==> src/rtl/hazard_stall_ctrl.sv <==
// Pipeline sequencing controller for the 5-stage MIPS core: decides each
// cycle whether pipeline registers advance, hold or take a bubble, covering
// load-use stalls, taken-branch flushes and data-memory wait states.
module hazard_stall_ctrl #(
  parameter int MEM_TIMEOUT = 16,
  parameter int CNT_W       = 16
) (
  input  logic             clk,
  input  logic             rst_n,
  input  logic [18:0]      IF_ID_instruction,
  input  logic [18:0]      ID_EX_instruction,
  input  logic [18:0]      EX_MEM_instruction,
  input  logic             branch_taken,
  input  logic             mem_ack,
  output logic             pc_write,
  output logic             pc_src_branch,
  output logic             if_id_write,
  output logic             if_id_flush,
  output logic             id_ex_write,
  output logic             id_ex_bubble,
  output logic             ex_mem_write,
  output logic             mem_wb_bubble,
  output logic             mem_req,
  output logic             mem_timeout_err,
  output logic [1:0]       ctrl_state,
  output logic [CNT_W-1:0] stall_count,
  output logic [CNT_W-1:0] flush_count
);

  localparam int WC_W = $clog2(MEM_TIMEOUT + 1);

  typedef enum logic [1:0] {RUN = 2'd0, MEM_WAIT = 2'd1, ERR = 2'd2} state_t;

  state_t          state;
  logic [WC_W-1:0] wait_cnt;
  logic            mem_op, load_use, freeze, branch_fire;

  function automatic logic is_lw(input logic [18:0] i);
    return i[18:14] == 5'b10000;
  endfunction

  function automatic logic is_sw(input logic [18:0] i);
    return i[18:14] == 5'b10001;
  endfunction

  // Does instruction i source register r? r0 is hardwired, so never a hazard.
  function automatic logic reads_reg(input logic [18:0] i, input logic [2:0] r);
    logic rd;
    rd = 1'b0;
    if (r != 3'd0) begin
      if (!i[18])        rd = (i[10:8] == r) || ((i[7:5] == r) && !i[17]);
      else if (is_lw(i)) rd = (i[10:8] == r);
      else if (is_sw(i)) rd = (i[10:8] == r) || (i[13:11] == r);
    end
    return rd;
  endfunction

  assign mem_op   = is_lw(EX_MEM_instruction) || is_sw(EX_MEM_instruction);
  assign load_use = is_lw(ID_EX_instruction) &&
                    reads_reg(IF_ID_instruction, ID_EX_instruction[13:11]);

  logic unused_fields;
  assign unused_fields = ^{EX_MEM_instruction[13:0], ID_EX_instruction[10:0]};

  // Pipeline enables: freeze dominates, then branch flush, then load-use bubble.
  always_comb begin
    freeze        = 1'b0;
    pc_write      = 1'b1;
    pc_src_branch = 1'b0;
    if_id_write   = 1'b1;
    if_id_flush   = 1'b0;
    id_ex_write   = 1'b1;
    id_ex_bubble  = 1'b0;
    ex_mem_write  = 1'b1;
    mem_wb_bubble = 1'b0;
    mem_req       = 1'b0;
    case (state)
      RUN:      begin freeze = mem_op && !mem_ack; mem_req = mem_op; end
      MEM_WAIT: begin freeze = !mem_ack;           mem_req = 1'b1;   end
      default:  begin freeze = 1'b1;               mem_req = 1'b0;   end
    endcase
    if (freeze) begin
      pc_write      = 1'b0;
      if_id_write   = 1'b0;
      id_ex_write   = 1'b0;
      ex_mem_write  = 1'b0;
      mem_wb_bubble = 1'b1;
    end else if (branch_taken) begin
      pc_src_branch = 1'b1;
      if_id_flush   = 1'b1;
      id_ex_bubble  = 1'b1;
    end else if (load_use) begin
      pc_write      = 1'b0;
      if_id_write   = 1'b0;
      id_ex_bubble  = 1'b1;
    end
  end

  assign branch_fire = !freeze && branch_taken;
  assign ctrl_state  = state;

  // Wait-state FSM, sticky timeout flag and saturating performance counters.
  always_ff @(posedge clk or negedge rst_n) begin
    if (!rst_n) begin
      state           <= RUN;
      wait_cnt        <= '0;
      mem_timeout_err <= 1'b0;
      stall_count     <= '0;
      flush_count     <= '0;
    end else begin
      case (state)
        RUN: if (mem_op && !mem_ack) begin
          state    <= MEM_WAIT;
          wait_cnt <= WC_W'(1);
        end
        MEM_WAIT: begin
          if (mem_ack) begin
            state <= RUN;
          end else if (wait_cnt == WC_W'(MEM_TIMEOUT)) begin
            state           <= ERR;
            mem_timeout_err <= 1'b1;
          end else begin
            wait_cnt <= wait_cnt + 1'b1;
          end
        end
        default: state <= ERR;
      endcase
      if (!pc_write && (stall_count != '1)) stall_count <= stall_count + 1'b1;
      if (branch_fire && (flush_count != '1)) flush_count <= flush_count + 1'b1;
    end
  end

endmodule

==> config.mk <==
export PLATFORM = sky130hd
export DESIGN_NAME = hazard_stall_ctrl
export DESIGN_NICKNAME = d
export VERILOG_FILES = /design/src/rtl/hazard_stall_ctrl.sv
export SDC_FILE = /design/constraint.sdc
export NUM_CORES = 1
export LEC_CHECK = 0
export CORE_ASPECT_RATIO = 1.75
export CORE_MARGIN = 4
export CORE_UTILIZATION = 35
export DETAILED_ROUTE_END_ITERATION = 6
export PLACE_DENSITY = 0.79
export SLEW_MARGIN = 20
export SYNTH_ARGS = -nofsm -noshare
export SYNTH_HDL_FRONTEND = slang
export SYNTH_SLANG_ARGS = --single-unit
==> constraint.sdc <==
create_clock -name clk -period 2.15 [get_ports clk]
set_input_delay 0.43 -clock clk [delete_from_list [all_inputs] [get_ports clk]]
set_output_delay 0.43 -clock clk [all_outputs]
set_load 0.005 [all_outputs]
==> impl_metrics.env <==
export IMPL_rows=37
export IMPL_grt_overflow_total=0
export IMPL_peakVddDrop_mv=0.548
export IMPL_grt_max_degree=41
export IMPL_yosys_warnings=0
export IMPL_seq_area_frac_synth=0.463
export IMPL_stdcell_area_sq_mm=0.00327
export IMPL_start_kind="primary input"
export IMPL_endpoint_kind="primary output"
export IMPL_grt_util_all_layers=0.150
export IMPL_die_h_um=112
export IMPL_post_route_util=0.552
export IMPL_p_seq_frac=0.475
export IMPL_combinationalPowerShare=0.301
export IMPL_io_buffers=73
export IMPL_drive_above_1_share=0.262
export IMPL_maxCapViolations=0
export IMPL_fin_skew_ns=0.00383
export IMPL_dp_hpwl_um=3940
export IMPL_p_int_mw=1.52
export IMPL_path_class="in -> out"
export IMPL_path_max_fanout=4
export IMPL_hold_slack_ns=0.187
export IMPL_synthTopCellsByArea="dfrtp_1, xnor2_1, xor2_1"
export IMPL_synth_top_cell_area_share=0.463
export IMPL_firstDrtPassIters=4
export IMPL_gp_congestion=0.749
export IMPL_avgRoutedWirePerCell_um=14.0
export IMPL_synth_seq_cells=40
export IMPL_drc=0
export IMPL_viasPerCell=4.89
export IMPL_io_pins=105
export IMPL_die_w_um=67.4
export IMPL_p_leak_nw=1.47
export IMPL_finalWirelength_um=5250
export IMPL_place_ws_ns=-0.671
export IMPL_clk_pin_slew_worst_paths_ns=0.08
export IMPL_grt_pass1_vias=1992
export IMPL_core_area_sq_mm=0.00593
export IMPL_drt_iter0_markers=55
export IMPL_insertion_delay_ns=0.29
export IMPL_grt_pass1_wl_um=8790
export IMPL_ys_types=37
export IMPL_cts_tree="built"
export IMPL_slew_headroom=0.662
export IMPL_switchingPower_mw=0.674
export IMPL_hold_path_class="in -> async"
export IMPL_cts_sinks=40
export IMPL_vias=1839
export IMPL_p_sw_frac=0.307
export IMPL_ant_nets=0
export IMPL_area_growth_pct=51.3
export IMPL_p_total_mw=2.20
export IMPL_powerDensity_mw_per_mm2=672
export IMPL_antenna_found_initial=0
export IMPL_rsz0062_at_grt="no"
export IMPL_status="complete, no violations"
export IMPL_syn_inst=198
export IMPL_finalNetCount=362
export IMPL_root_buffer="clkbuf_8"
export IMPL_cts_buffers=5
export IMPL_worst_slew_pin_slew_ns=0.507
export IMPL_die_area_sq_mm=0.00754
export IMPL_syn_nets=263
export IMPL_synth_area_sq_mm=0.00216
export IMPL_critPathRequiredTime_ns=1.72
export IMPL_fin_crit_sh=0.972
export IMPL_setup_viol=0
export IMPL_synth_top_area_cell="dfrtp_1"
export IMPL_max_freq_ghz=0.478
export IMPL_hold_viol=0
export IMPL_htreeDepth=2
export IMPL_fin_ws_ns=0.0599
export IMPL_start_util=0.364
export IMPL_syn_avg_cell_area_sq_um=10.9
export IMPL_placed_area_sq_mm=0.00306
export IMPL_critPathArrivalTime_ns=1.66
export IMPL_antenna_cells=0
export IMPL_fin_crit_ns=2.09
export IMPL_pwr_share_clk=0.224
export IMPL_drv_slew=0
export IMPL_clk_path_buf_depth=2
## metal layers
metal	part of all wire	global-route usage	up-vias	wire length [um]
li1	-	-	881	-
met5	0	0	-	0
met2	0.56	0.275	64	2950
met4	0.035	0.0827	0	182
met3	0.049	0.0313	13	258
met1	0.35	0.148	881	1850
## final timing paths
| check | startpoint | to | depth (start not counted) | slack [ns] |
|---|---|---|---|---|
| setup / recovery | EX_MEM_instruction[15] | ex_mem_write | 7 | 0.06 |
| hold / removal | rst_n | stall_count[5] | 2 | 0.19 |
| setup reg to reg | stall_count[7] | stall_count[1] | 6 | 0.29 |
| hold reg to reg | mem_timeout_err | mem_timeout_err | 2 | 0.47 |
| max in group asynchronous | rst_n | stall_count[11] | 2 | 1.61 |
| min in group clk | mem_timeout_err | mem_timeout_err | 2 | 0.47 |
## power groups by stage
stage                     registers, mW  logic (mW)  clock network, mW
after floorplan                    1.05       0.261                  0
after global placement             1.05       0.649                  0
after detailed placement           1.06       0.665                  0
after CTS                          1.04       0.671              0.505
after global routing               1.07       0.722              0.550
final                              1.04       0.662              0.491
## cell usage in the layout (no fill, tap or decap), drive strengths merged
cell type,instances
mux2i,2
a21oi,2
nand4,15
nand2,14
buf,33
clkinv,3
and3,12
and4b,1
nor4b,1
clkdlybuf4s15,10
nor2,16
dfrtp,40
xnor2,30
and3b,1
o311ai,1
a31oi,1
clkdlybuf4s50,38
nor4,2
ha,4
and4,6
o21bai,1
o31ai,3
and2,3
mux2,2
clkbuf,10
o21ba,1
dlymetal6s2s,3
xor2,11
nand3,12
dlygate4sd2,10
nor3,2
inv,7
o21ai,1
## synthesized netlist by cell type
cell,count
buf_6,3
o21ba_2,1
and4_1,5
nor4_4,1
a21oi_4,1
buf_4,3
and4_4,1
and3_1,9
a21oi_1,1
nand2_1,14
nand3_2,2
and4b_2,1
o311ai_4,1
nand4_2,2
nand4_1,13
xnor2_1,30
nand3_1,10
o21bai_1,1
inv_1,7
ha_1,4
mux2i_1,2
xor2_1,11
and2_2,1
and3b_1,1
dfrtp_1,40
nor3_1,1
nor4b_1,1
buf_2,1
mux2_2,2
and3_2,3
o21ai_0,1
and2_1,2
nor3_4,1
nor4_1,1
o31ai_1,3
a31oi_1,1
nor2_1,16
## metrics by stage
step | TNS [ns] | std cells
final | 0 | 376
after floorplan | 0 | 198
after global placement | -14.30 | 359
after global routing | 0 | 376
after detailed placement | -14.67 | 359
after CTS | 0 | 373
## cell families after synthesis
group                    Yosys count  share of synthesized area
AND/OR/NAND/NOR                   85                      0.241
adder cells (fa/ha/maj)            4                     0.0232
XOR/XNOR                          41                      0.166
multiplexers                       4                     0.0197
buffers and inverters             14                     0.0406
flip-flops                        40                      0.463
AO/OA/AOI/OAI                     10                     0.0458
## critical path, stage by stage
cell and delay [ns]:
clkdlybuf4s15_1 0.20, nor4b_4 0.32, nor2_2 0.07, o21ba_4 0.20
buf_6 0.12, buf_6 0.12, clkdlybuf4s15_2 0.20
## layout make-up
cell class	count	area, sq um
multi-input combinational	144	1160
sequential	40	1000
clock buffer	5	68.8
clock inverter	3	18.8
tap	78	97.6
timing repair buffer	99	900
inverter	7	26.3
fill	559	2660
## sequential cells by signal, summed over array words and instances (netlist names)
signal and cells:
flush_count 16, stall_count 16, wait_cnt 5, ctrl_state 2, mem_timeout_err 1
## repair_timing
action,in CTS,in global routing
hold endpoints to repair,0,0
endpoints found under the setup margin,25,9
buffers inserted,6,3
pin swaps,9,13
hold buffers,0,0
resized for setup,75,22
Power figures use the tool's default switching activity.
